--- config.mk ---
export PLATFORM = sky130hd
export DESIGN_NAME = uart_rx
export DESIGN_NICKNAME = d
export VERILOG_FILES = /design/src/rtl/uart_rx.sv
export SDC_FILE = /design/constraint.sdc
export NUM_CORES = 1
export LEC_CHECK = 0
export ABC_AREA = 1
export ABC_CLOCK_PERIOD_IN_PS = 3700
export BUFFER_PORTS_ARGS = -buffer_cell sky130_fd_sc_hd__buf_2
export CAP_MARGIN = 20
export CORE_AREA = 2 2 41 80
export DETAILED_ROUTE_END_ITERATION = 12
export DIE_AREA = 0 0 43 82
export PLACE_DENSITY = 0.66
export SLEW_MARGIN = 40
export SYNTH_ARGS = -nofsm -noshare
export SYNTH_HDL_FRONTEND = slang
export SYNTH_SLANG_ARGS = --single-unit
--- constraint.sdc ---
create_clock -name clkin -period 3.7 [get_ports clkin]
set_clock_uncertainty 0.05 [all_clocks]
set_input_delay 0.74 -clock clkin [delete_from_list [all_inputs] [get_ports clkin]]
set_output_delay 0.74 -clock clkin [all_outputs]
set_load 0.05 [all_outputs]
--- src/rtl/uart_rx.sv ---
// uart_rx: 8N1 serial receiver with mid-bit sampling and break handling.
//
// Ports:
//   clkin       - single clock, all state updates on its rising edge
//   resetn_in   - synchronous active-low reset
//   rx          - asynchronous serial input, idle high, LSB first
//   data_out    - last correctly framed byte, held until the next data_valid
//   data_valid  - one-cycle pulse, data_out was just updated
//   frame_err   - one-cycle pulse, stop bit was sampled low
//   busy        - high whenever the receiver is not idle
module uart_rx #(
    parameter int unsigned CLKS_PER_BIT = 16
) (
    input  logic       clkin,
    input  logic       resetn_in,
    input  logic       rx,
    output logic [7:0] data_out,
    output logic       data_valid,
    output logic       frame_err,
    output logic       busy
);

    localparam int unsigned CNT_W = $clog2(CLKS_PER_BIT);
    localparam logic [CNT_W-1:0] CNT_HALF = CNT_W'(CLKS_PER_BIT / 2 - 1);
    localparam logic [CNT_W-1:0] CNT_LAST = CNT_W'(CLKS_PER_BIT - 1);

    typedef enum logic [2:0] {
        ST_IDLE,
        ST_START,
        ST_DATA,
        ST_STOP,
        ST_BREAK
    } state_t;

    state_t           state;
    state_t           state_next;
    logic [CNT_W-1:0] cnt;
    logic [CNT_W-1:0] cnt_next;
    logic [2:0]       bit_idx;
    logic [2:0]       bit_idx_next;
    logic [7:0]       shift;
    logic [7:0]       shift_next;
    logic [7:0]       data_out_next;
    logic             data_valid_next;
    logic             frame_err_next;
    logic             busy_next;
    logic             rx_meta;
    logic             rx_s;

    // Two-flop synchronizer; resets to the idle (high) line level.
    always_ff @(posedge clkin) begin
        if (!resetn_in) begin
            rx_meta <= 1'b1;
            rx_s    <= 1'b1;
        end else begin
            rx_meta <= rx;
            rx_s    <= rx_meta;
        end
    end

    // State and output registers.
    always_ff @(posedge clkin) begin
        if (!resetn_in) begin
            state      <= ST_IDLE;
            cnt        <= '0;
            bit_idx    <= '0;
            shift      <= '0;
            data_out   <= '0;
            data_valid <= 1'b0;
            frame_err  <= 1'b0;
            busy       <= 1'b0;
        end else begin
            state      <= state_next;
            cnt        <= cnt_next;
            bit_idx    <= bit_idx_next;
            shift      <= shift_next;
            data_out   <= data_out_next;
            data_valid <= data_valid_next;
            frame_err  <= frame_err_next;
            busy       <= busy_next;
        end
    end

    // Next-state and output decode.
    always_comb begin
        state_next      = state;
        cnt_next        = cnt + CNT_W'(1);
        bit_idx_next    = bit_idx;
        shift_next      = shift;
        data_out_next   = data_out;
        data_valid_next = 1'b0;
        frame_err_next  = 1'b0;

        case (state)
            ST_IDLE: begin
                // Counter held at zero so START always begins at a known phase.
                cnt_next = '0;
                if (!rx_s) begin
                    state_next = ST_START;
                end
            end

            ST_START: begin
                // Re-check the line half a bit in; a high level is a glitch.
                if (cnt == CNT_HALF) begin
                    cnt_next     = '0;
                    bit_idx_next = '0;
                    state_next   = rx_s ? ST_IDLE : ST_DATA;
                end
            end

            ST_DATA: begin
                if (cnt == CNT_LAST) begin
                    cnt_next   = '0;
                    shift_next = {rx_s, shift[7:1]};
                    if (bit_idx == 3'd7) begin
                        state_next = ST_STOP;
                    end else begin
                        bit_idx_next = bit_idx + 3'd1;
                    end
                end
            end

            ST_STOP: begin
                if (cnt == CNT_LAST) begin
                    cnt_next = '0;
                    if (rx_s) begin
                        data_out_next   = shift;
                        data_valid_next = 1'b1;
                        state_next      = ST_IDLE;
                    end else begin
                        frame_err_next = 1'b1;
                        state_next     = ST_BREAK;
                    end
                end
            end

            ST_BREAK: begin
                // Wait out a held-low line so it cannot start new frames.
                cnt_next = '0;
                if (rx_s) begin
                    state_next = ST_IDLE;
                end
            end

            default: begin
                cnt_next   = '0;
                state_next = ST_IDLE;
            end
        endcase

        busy_next = (state_next != ST_IDLE);
    end

endmodule

==> results.md, run 1 <==
* CP Data Required Time at between 2000 and 3000 ps
* Area after DPL at about 1500 sq um
* Worst-margin pin slew at 362 ps
* Syn_nets at 174
* IO Pins at 14
* Fillers at 286
* Multi-input logic area at 662 sq um
* Top FF cell, synth: dfxtp_1
* First-pass GRT wire length at 4.60 mm
* Top routing layer used: met4
* Mapped Area at between 1000 and 1500 sq um
* Register area share after synthesis at 0.453
* Adder-Cell Fraction of Synth Area at 0.0274
* Fmax at 599 MHz
* Synth area leader: dfxtp_1
* Crit path kind: flip-flop to output port
* DR WL met3 at 72 um
* Register Area at ~620 sq um
* Final period utilization at 0.451
* Synth cell types at 24
* Total GRT Usage at 0.179
* Max VDD drop at 273 uV
* Die span in x at approximately 43 um
* Metal2 WL at 1.44 mm
* Port Buf Inserts at 13
* Max Cap Viol at 0
* Nets at 192
* Vias/cell at roughly 5
* Sequential power share at 0.511
* Tmin final at 1670 ps
* Mean post-synth cell area at 8.16 sq um
* Post-synthesis compound-gate area fraction at 0.0730
* Grt ovf at 0
* EDFF count, synth at 0
* Core Area at 2940 sq um
* Number of synthesized register bits at 31
* Detail Route Antenna Nets at 0
* # resized after CTS at 0
* Die Height at 82 um
* Crit-path max FO at 2
* Post-synth top area share at 0.453
* Clk Latency, worst-skew pair at about 280 ps
* Crit-path cells: buf_2
* P_sw at roughly 150 uW
* Per-cell routed wire length at 11.8 um
* Setup-failing EPs final at 0
* Top post-synthesis cells by area: dfxtp_1 (45%), nor2_1 (8.8%), nor2_2 (6.8%)
* Clock Path Buffers at 2
* Hold Path Class: flip-flop to flip-flop
* Setup TNS at 0 ps
* Vias at about 1100
* CTS tree: yes
* Combinational family with the most area after synthesis: simple AND/OR/NAND/NOR gates
* M1 WL at roughly 1000 um
* Clock power frac at 0.448
* Antenna cells at 0
* Normalized max-slew margin at 0.759
* Crit path arrival time at 880 ps
* Synth cell count leaders: nor2_1 (32), dfxtp_1 (31), nand2_1 (19), nor2_2 (15), inv_1 (13)
* Pin count of the biggest net entering global routing at 24
* Top Family by Delay on Critical Path: flip-flops
* Final Cell Area at 1570 sq um
* Cell Pwr Density at 424 nW/um^2
* Detailed Route WL at 2.56 mm
* Initial Utilization at 0.466
* Crit path buf inv count at 1
* CTS Buf Count at 5
* Share of cells above drive strength 1 at 0.299
* Post-synthesis mux area share at 0
* Yosys Warn Count at 0
* Synth Area in Simple Gates at 0.376
* Static leakage at a little over 0.0008 uW
* CTS H-tree lvls at 2
* CP Capture Type: output port
* Initial antenna violation count at 0
* Syn Inst Count at 168
* Syn-to-layout area delta at 14.5%
* DRT iter0 DRCs at 15
* Row count at 28
* Async SR Flop Fraction at 0
* P_int at 516 uW
* Vias in the first global route at 1089
* Worst-path clk slew at approximately 70 ps
* DP Wirelength at 1.95 mm
* Die area at 3530 sq um
* Final GP Congestion at between 0.7 and 0.8
* Status: completed
* Cell with the most instances after synthesis: nor2_1
* Post-CTS Hold Buffers at 0
* Final Hold Fails at 0
* Startpoint Class: flip-flop
* Setup Fix Bufs, Post-CTS at 0
* Final Max Slew Viols at 0
* Synth Area in XOR/XNOR at 0.00639
* Net Sw Frac at 0.225
* Clock Sinks at 31
* # DRC at 0
* Critical-path top delay cell: dfxtp_1
* Drt pass-1 iters at 3
* Slowest stage delay, CP at 330 ps
* RSZ-0062 raised after global routing: no
* Root buffer cell: clkbuf_8
* Comb pwr share at 0.041
[placed cells by master, fill, tap and decap left out, drive strengths merged]
cell type | netlist | final
a21oi | 3 | 3
buf | 0 | 13
clkbuf | 2 | 7
clkinv | 1 | 1
clkinvlp | 0 | 1
dfxtp | 31 | 31
ha | 3 | 3
inv | 18 | 18
nand2 | 23 | 23
nand3 | 10 | 10
nor2 | 52 | 52
nor3 | 2 | 2
nor3b | 1 | 1
o21ai | 17 | 17
or2 | 4 | 4
xor2 | 1 | 1
[cell families after synthesis]
kind of cell             Yosys count
AND/OR/NAND/NOR                   92
flip-flops                        31
buffers and inverters             21
AO/OA/AOI/OAI                     20
adder cells (fa/ha/maj)            3
XOR/XNOR                           1
[worst paths after layout]
check / slack [ps] / cells past startpoint / end / startpoint
worst max register to register: 2160 / 8 / data_out[5] / cnt[0]
worst min register to register: 370 / 1 / rx_s / rx_meta
worst max-delay path: 2030 / 1 / data_out[2] / data_out[2]
worst min-delay path: 370 / 1 / rx_s / rx_meta
[worst reg2reg max path, stage by stage, from the launching register on]
cell and delay (ps):
dfxtp_1 370, ha_1 260, nand3_4 150, clkinv_4 100
nand2_4 80, nor2_8 180, inv_4 110, nor2_2 100
nor2_1 50
[cell type report]
type / count / area share
Sequential cell: 31 / 0.395
Clock inverter: 1 / 0.00478
Tap cell: 30 / 0.0239
Inverter: 19 / 0.0518
Multi-Input combinational cell: 116 / 0.422
Timing Repair Buffer: 13 / 0.0414
Clock buffer: 7 / 0.0614
[routing by layer]
metal  up-vias  track usage
met5         -            0
met4         0        0.106
met3         7       0.0549
met2        10        0.332
met1       494        0.165
li1        561            -
[stage by stage]
step / setup slack (ps) / hold slack [ps] / utilization / power, uW / std cells
global route: 1990 / 396 / 0.534 / 692 / 217
detailed placement: 1970 / 357 / 0.498 / 376 / 209
CTS: 2020 / 370 / 0.534 / 673 / 217
floorplan: 2310 / 343 / - / 370 / 168
global placement: 2040 / 349 / 0.498 / 375 / 209
finish: 2030 / 370 / 0.534 / 666 / 217
[registers in the layout, summed over array words and instances (netlist names)]
name and count:
data_valid 1, busy 1, frame_err 1, cnt 4, data_out 8, shift 8
rx_s 1, rx_meta 1, state 3, bit_idx 3
[power by group through the flow]
stage	sequential (uW)	clock [uW]	combinational (uW)
after floorplan	350	0	20.0
after detailed placement	348	0	27.5
after global routing	341	320	31.5
after CTS	341	305	27.6
final	341	299	27.1
after global placement	348	0	26.8
Power figures use the tool's default switching activity.
==> run 2, diff against run 1 <==
==> config.mk (replaced) <==
export PLATFORM = sky130hd
export DESIGN_NAME = uart_rx
export DESIGN_NICKNAME = d
export VERILOG_FILES = /design/src/rtl/uart_rx.sv
export SDC_FILE = /design/constraint.sdc
export NUM_CORES = 1
export LEC_CHECK = 0
export ABC_AREA = 0
export ABC_CLOCK_PERIOD_IN_PS = 1500
export BUFFER_PORTS_ARGS = -buffer_cell sky130_fd_sc_hd__buf_2
export CAP_MARGIN = 20
export CORE_AREA = 2 2 54 56
export DETAILED_ROUTE_END_ITERATION = 12
export DIE_AREA = 0 0 56 58
export PLACE_DENSITY = 0.69
export SLEW_MARGIN = 40
export SYNTH_ARGS = -nofsm -noshare
export SYNTH_HDL_FRONTEND = slang
export SYNTH_SLANG_ARGS = --single-unit
==> constraint.sdc (replaced) <==
create_clock -name clkin -period 1.5 [get_ports clkin]
set_clock_uncertainty 0.05 [all_clocks]
set_input_delay 0.3 -clock clkin [delete_from_list [all_inputs] [get_ports clkin]]
set_output_delay 0.3 -clock clkin [all_outputs]
set_load 0.05 [all_outputs]
==> results.md, run 2 <==
* Final GP Congestion at 0.827 (+11%)
* Fmax at 591 MHz
* Hold Path Class: primary input to flip-flop
* Worst-path clk slew at 100 ps (+30 ps)
* Crit-path max FO at 2 (unchanged)
* Async SR Flop Fraction at 0 (unchanged)
* Syn_nets at 132 (-24%)
* Detailed Route WL at 2.38 mm (-6.9%)
* Vias at 972 (-9.3%)
* Crit path kind: flip-flop to flip-flop
* Pin count of the biggest net entering global routing at 18 (-25%)
* CP Data Required Time at 1720 ps (-1190 ps)
* Cell with the most instances after synthesis: dfxtp_1
* Top Registers: data_out (8), shift (8), cnt (4)
* Synth cell types at 32 (+33%)
* Crit path arrival time at 1910 ps (+1030 ps)
* Initial antenna violation count at 0 (unchanged)
* Worst-margin pin slew at 463 ps (+101 ps)
* Die span in x at 56 um (+30%)
* Port Buf Inserts at 13 (unchanged)
* Setup TNS at -531 ps (-531 ps)
* Synth area leader: dfxtp_1
* First-pass GRT wire length at 3.96 mm (-14%)
* Syn-to-layout area delta at 28.2%
* Final Hold Fails at 0 (unchanged)
* EDFF count, synth at 0 (unchanged)
* Final period utilization at 1.13
* Power consumption at 1570 uW (+130%)
* Post-synth top area share at 0.494 (+0.0415)
* Synth cell count leaders: dfxtp_1 (31), nor2_1 (22), mux2i_1 (16), nand2_1 (11)
* Row count at 19 (-32%)
* Setup-failing EPs final at 3 (+3)
* Number of synthesized register bits at 31 (unchanged)
* Mapped Area at 1260 sq um (-8.4%)
* Startpoint Class: flip-flop
* Vias in the first global route at 906 (-17%)
* DRT iter0 DRCs at 10 (-5)
* Clk Latency, worst-skew pair at 330 ps (+50 ps)
* CTS Buf Count at 5 (unchanged)
* Most frequent cells in the layout: dfxtp_1 (25), nor2_1 (22), mux2i_1 (16)
* DP Wirelength at 1.68 mm (-14%)
* Register Area at 628 sq um (+1.2%)
* Nets at 160 (-17%)
* Grt ovf at 0 (unchanged)
* Multi-input logic area at 651 sq um (-1.7%)
* RSZ-0062 raised after global routing: yes
* CTS tree: yes
* Cell Pwr Density at 972 nW/um^2 (+130%)
* Mean post-synth cell area at 9.97 sq um (+22%)
* Static leakage at 0.000709 uW (-12%)
* Register area share after synthesis at 0.494 (+0.0415)
* Max Cap Viol at 0 (unchanged)
* Worst setup margin at -191 ps (-2220 ps)
* Normalized max-slew margin at 0.691 (-0.0680)
* Status: complete, but fails checks
* Drt pass-1 iters at 4 (+1)
* CP Capture Type: flip-flop
* Die Height at 58 um (-29%)
* Top post-synthesis cells by area: dfxtp_1 (49%), mux2i_1 (13%), nor2_1 (6.6%)
* Initial Utilization at 0.472 (+0.00582)
* Fillers at 233 (-19%)
* Failing checks: setup timing
* Detail Route Antenna Nets at 0 (unchanged)
* Tmin final at around 1700 ps
* Clock Path Buffers at 2 (unchanged)
* Per-cell routed wire length at 12.8 um (+8.6%)
* Syn Inst Count at 126 (-25%)
* Final Max Slew Viols at 0 (unchanged)
* Total GRT Usage at 0.162 (-0.0169)
* CTS H-tree lvls at 2 (unchanged)
* IO Pins at 14 (unchanged)
* Most common cell after layout, fill and taps aside: dfxtp_1
* Final core occ at 0.605 (+0.0712)
* Clock Sinks at 31 (unchanged)
* Max VDD drop at 862 uV (+220%)
* Yosys Warn Count at 0 (unchanged)
* Root buffer cell: clkbuf_4
* Die area at 3250 sq um (-7.9%)
* # DRC at 0 (unchanged)
* Top FF cell, synth: dfxtp_1
* Antenna cells at 0 (unchanged)
* Share of cells above drive strength 1 at 0.342 (+0.0425)
* Vias/cell at 5.23 (+5.8%)
* Core Area at 2660 sq um (-9.5%)
-- run 2: cells by family (layout without fill, tap and decap cells) --
group                    after synthesis  count (layout)  share of synthesized area
XOR/XNOR                               2               2                     0.0139
AND/OR/NAND/NOR                       54              54                      0.229
buffers and inverters                  9              38                     0.0398
flip-flops                            31              31                      0.494
AO/OA/AOI/OAI                         11              11                     0.0657
adder cells (fa/ha/maj)                3               3                     0.0299
multiplexers                          16              16                      0.127
-- run 2: through the flow --
stage          hold WS [ps]  area, sq um  setup WS, ps  cells
6_report                103         1610          -191    186
4_1_cts                96.9         1600          -201    186
2_1_floorplan           323         1300          -159    126
5_1_grt                99.4         1610          -255    186
3_5_place_dp            357         1490          -187    177
3_3_place_gp            340         1490          -138    177
-- run 2: final timing paths --
| path | from | end | slack (ps) | cells after the start |
|---|---|---|---|---|
| setup / recovery | bit_idx[1] | bit_idx[0] | -190 | 6 |
| hold / removal | rx | rx_meta | 100 | 2 |
| setup reg to reg | bit_idx[1] | bit_idx[0] | -190 | 6 |
| hold reg to reg | rx_meta | rx_s | 380 | 1 |
-- run 2: layer usage --
metal  track usage  routed length, um
met5             0                  0
met2         0.242               1130
met4        0.0918                 55
met1         0.200               1100
met3        0.0625                 96
-- run 2: critical path, cell delays in order (launching register included) --
cell	delay [ps]
dfxtp_2	350
ha_4	160
ha_4	140
and4bb_4	300
o2111ai_4	130
or3_1	380
a21oi_2	110
-- run 2: area by class of cell --
class | count | area share
clock buffer | 6 | 0.0319
clock inverter | 2 | 0.0218
inverter | 4 | 0.00932
multi-input combinational | 86 | 0.404
sequential | 31 | 0.390
tap | 31 | 0.0241
timing repair buffer | 26 | 0.119
-- run 2: repair_timing --
item	in CTS	in global routing
gates resized for setup	4	6
setup endpoints to repair	12	20
setup buffers	2	0
hold buffers	0	0
pin swaps	2	1
-- run 2: where the power goes --
group          leakage (uW)  switching [uW]  internal [uW]
Clock             0.0000482             285            394
Sequential         0.000253            5.46            829
Combinational      0.000407            29.2           22.7
==> run 3, diff against run 2 <==
--- a/config.mk
+++ b/config.mk
@@ -13,6 +13,7 @@
 export DETAILED_ROUTE_END_ITERATION = 12
 export DIE_AREA = 0 0 56 58
 export PLACE_DENSITY = 0.69
+export RECOVER_POWER = 25
 export SLEW_MARGIN = 40
 export SYNTH_ARGS = -nofsm -noshare
 export SYNTH_HDL_FRONTEND = slang
==> results.md, run 3 (same netlist as run 2, synthesis figures left out) <==
* Worst-margin pin slew at 491 ps (+28.3 ps)
* Tmin final at 1690 ps (+0.385 ps)
* Cells on worst reg2reg path at 6 (unchanged)
* Total GRT Usage at 0.162 (unchanged)
* Cell Pwr Density at 979 nW/um^2 (+0.66%)
* CP Data Required Time at 1720 ps (about the same)
* Per-cell routed wire length at 12.7 um (-0.76%)
* Crit-path max FO at 2 (unchanged)
* Port Buf Inserts at 13 (unchanged)
* CTS tree: yes
* Syn-to-layout area delta at 27.3%
* Startpoint Class: flip-flop
* Final Hold Fails at 0 (unchanged)
* Grt ovf at 0 (unchanged)
* Crit path kind: flip-flop to flip-flop
* Nets at 160 (unchanged)
* CP Capture Type: flip-flop
* # DRC at 0 (unchanged)
* CTS H-tree lvls at 2 (unchanged)
* Worst setup margin at -191 ps (-0.385 ps)
* DP Wirelength at 1.68 mm (unchanged)
* Worst hold margin at 103 ps (+0.472 ps)
* Fmax at 591 MHz (about the same)
* Clock Sinks at 31 (unchanged)
* Antenna cells at 0 (unchanged)
* Worst-path clk slew at 100 ps (about the same)
* Most frequent cells in the layout: dfxtp_1 (27), nor2_1 (22), mux2i_1 (16)
* Setup-failing EPs final at 10 (+7)
* First-pass GRT wire length at 3.96 mm (unchanged)
* Crit path arrival time at 1910 ps (about the same)
* Fillers at 235 (+0.86%)
* Hold Path Depth at 2 (unchanged)
* Final period utilization at 1.13 (about the same)
* Vias/cell at 5.20 (-0.51%)
* Most common cell after layout, fill and taps aside: dfxtp_1
* Clk Latency, worst-skew pair at 330 ps (about the same)
* CTS Buf Count at 5 (unchanged)
* Die span in x at 56 um (unchanged)
* Pre-CTS setup slack at -187 ps (unchanged)
* DRT iter0 DRCs at 8 (-2)
* Vias at 967 (-0.51%)
* Initial Utilization at 0.472 (unchanged)
* Root buffer cell: clkbuf_4
* Final Max Slew Viols at 0 (unchanged)
* Top Registers: data_out (8), shift (8), cnt (4)
* Share of cells above drive strength 1 at 0.310 (-0.0323)
* Failing checks: setup timing
* Post-CTS Hold Buffers at 0 (unchanged)
* Die area at 3250 sq um (unchanged)
* Detailed Route WL at 2.36 mm (-0.76%)
* Status: complete, but fails checks
* Detail Route Antenna Nets at 0 (unchanged)
* Die Height at 58 um (unchanged)
* Row count at 19 (unchanged)
* Initial antenna violation count at 0 (unchanged)
* Drt pass-1 iters at 4 (unchanged)
* R2r setup slk at -190 ps (about the same)
* Hold Path Class: primary input to flip-flop
* Max VDD drop at 862 uV (about the same)
* Vias in the first global route at 906 (unchanged)
* IO Pins at 14 (unchanged)
* Static leakage at 0.000700 uW (-1.3%)
* RSZ-0062 raised after global routing: yes
* Pin count of the biggest net entering global routing at 18 (unchanged)
* Normalized max-slew margin at 0.672 (-0.0189)
* Clock Path Buffers at 2 (unchanged)
* Final GP Congestion at 0.827 (unchanged)
* Max Cap Viol at 0 (unchanged)
* Core Area at 2660 sq um (unchanged)
## run 3: changes by cell type in the layout (fill, tap and decap cells not counted)
cell	delta
and3_2	-1
dfxtp_2	-2
buf_4	-2
clkbuf_1	+2
dfxtp_1	+2
and3_1	+1
## run 3: final cells by class
class,count,area [sq um],area share
clock buffers,6,51.3,0.0321
clock inverters,2,35.0,0.0219
inverters,4,15.0,0.00939
multi-input cells,86,649,0.406
flip-flops and latches,31,626,0.391
well taps,31,38.8,0.0243
repair buffers,26,184,0.115
## run 3: power breakdown
part | leakage (uW) | total (uW) | switching (uW) | internal, uW
logic | 0.000399 | 51.8 | 29.1 | 22.7
clock network | 0.0000482 | 679 | 285 | 394
registers | 0.000252 | 834 | 5.38 | 829
total | 0.000700 | 1560 | 320 | 1250
## run 3: metrics by stage
step	instances	setup TNS (ps)	util	total power, uW	area (sq um)
2_1_floorplan	126	-162	-	883	1300
3_3_place_gp	177	-380	0.558	901	1490
3_5_place_dp	177	-649	0.558	902	1490
4_1_cts	186	-583	0.600	1580	1600
5_1_grt	186	-1820	0.601	1610	1600
6_report	186	-610	0.601	1560	1600
## run 3: path summary, 6_finish.rpt
check | endpoint | from
max | bit_idx[0] | bit_idx[1]
min reg2reg | rx_s | rx_meta
max reg2reg | bit_idx[0] | bit_idx[1]
min | rx_meta | rx
## run 3: per-layer routing
metal | part of all wire | track usage
met5 | 0 | 0
met3 | 0.047 | 0.0625
met2 | 0.47 | 0.242
met1 | 0.46 | 0.200
met4 | 0.023 | 0.0918
## run 3: critical path, stage by stage, from the launching register on
cell and delay, ps:
dfxtp_2 350, ha_4 160, ha_4 140, and4bb_4 300, o2111ai_4 130, or3_1 380, a21oi_2 110
## run 3: repair_timing
item | CTS | global route
pin swaps | 2 | 1
gates resized for setup | 4 | 6
setup endpoints to repair | 12 | 20
buffers inserted | 2 | 0
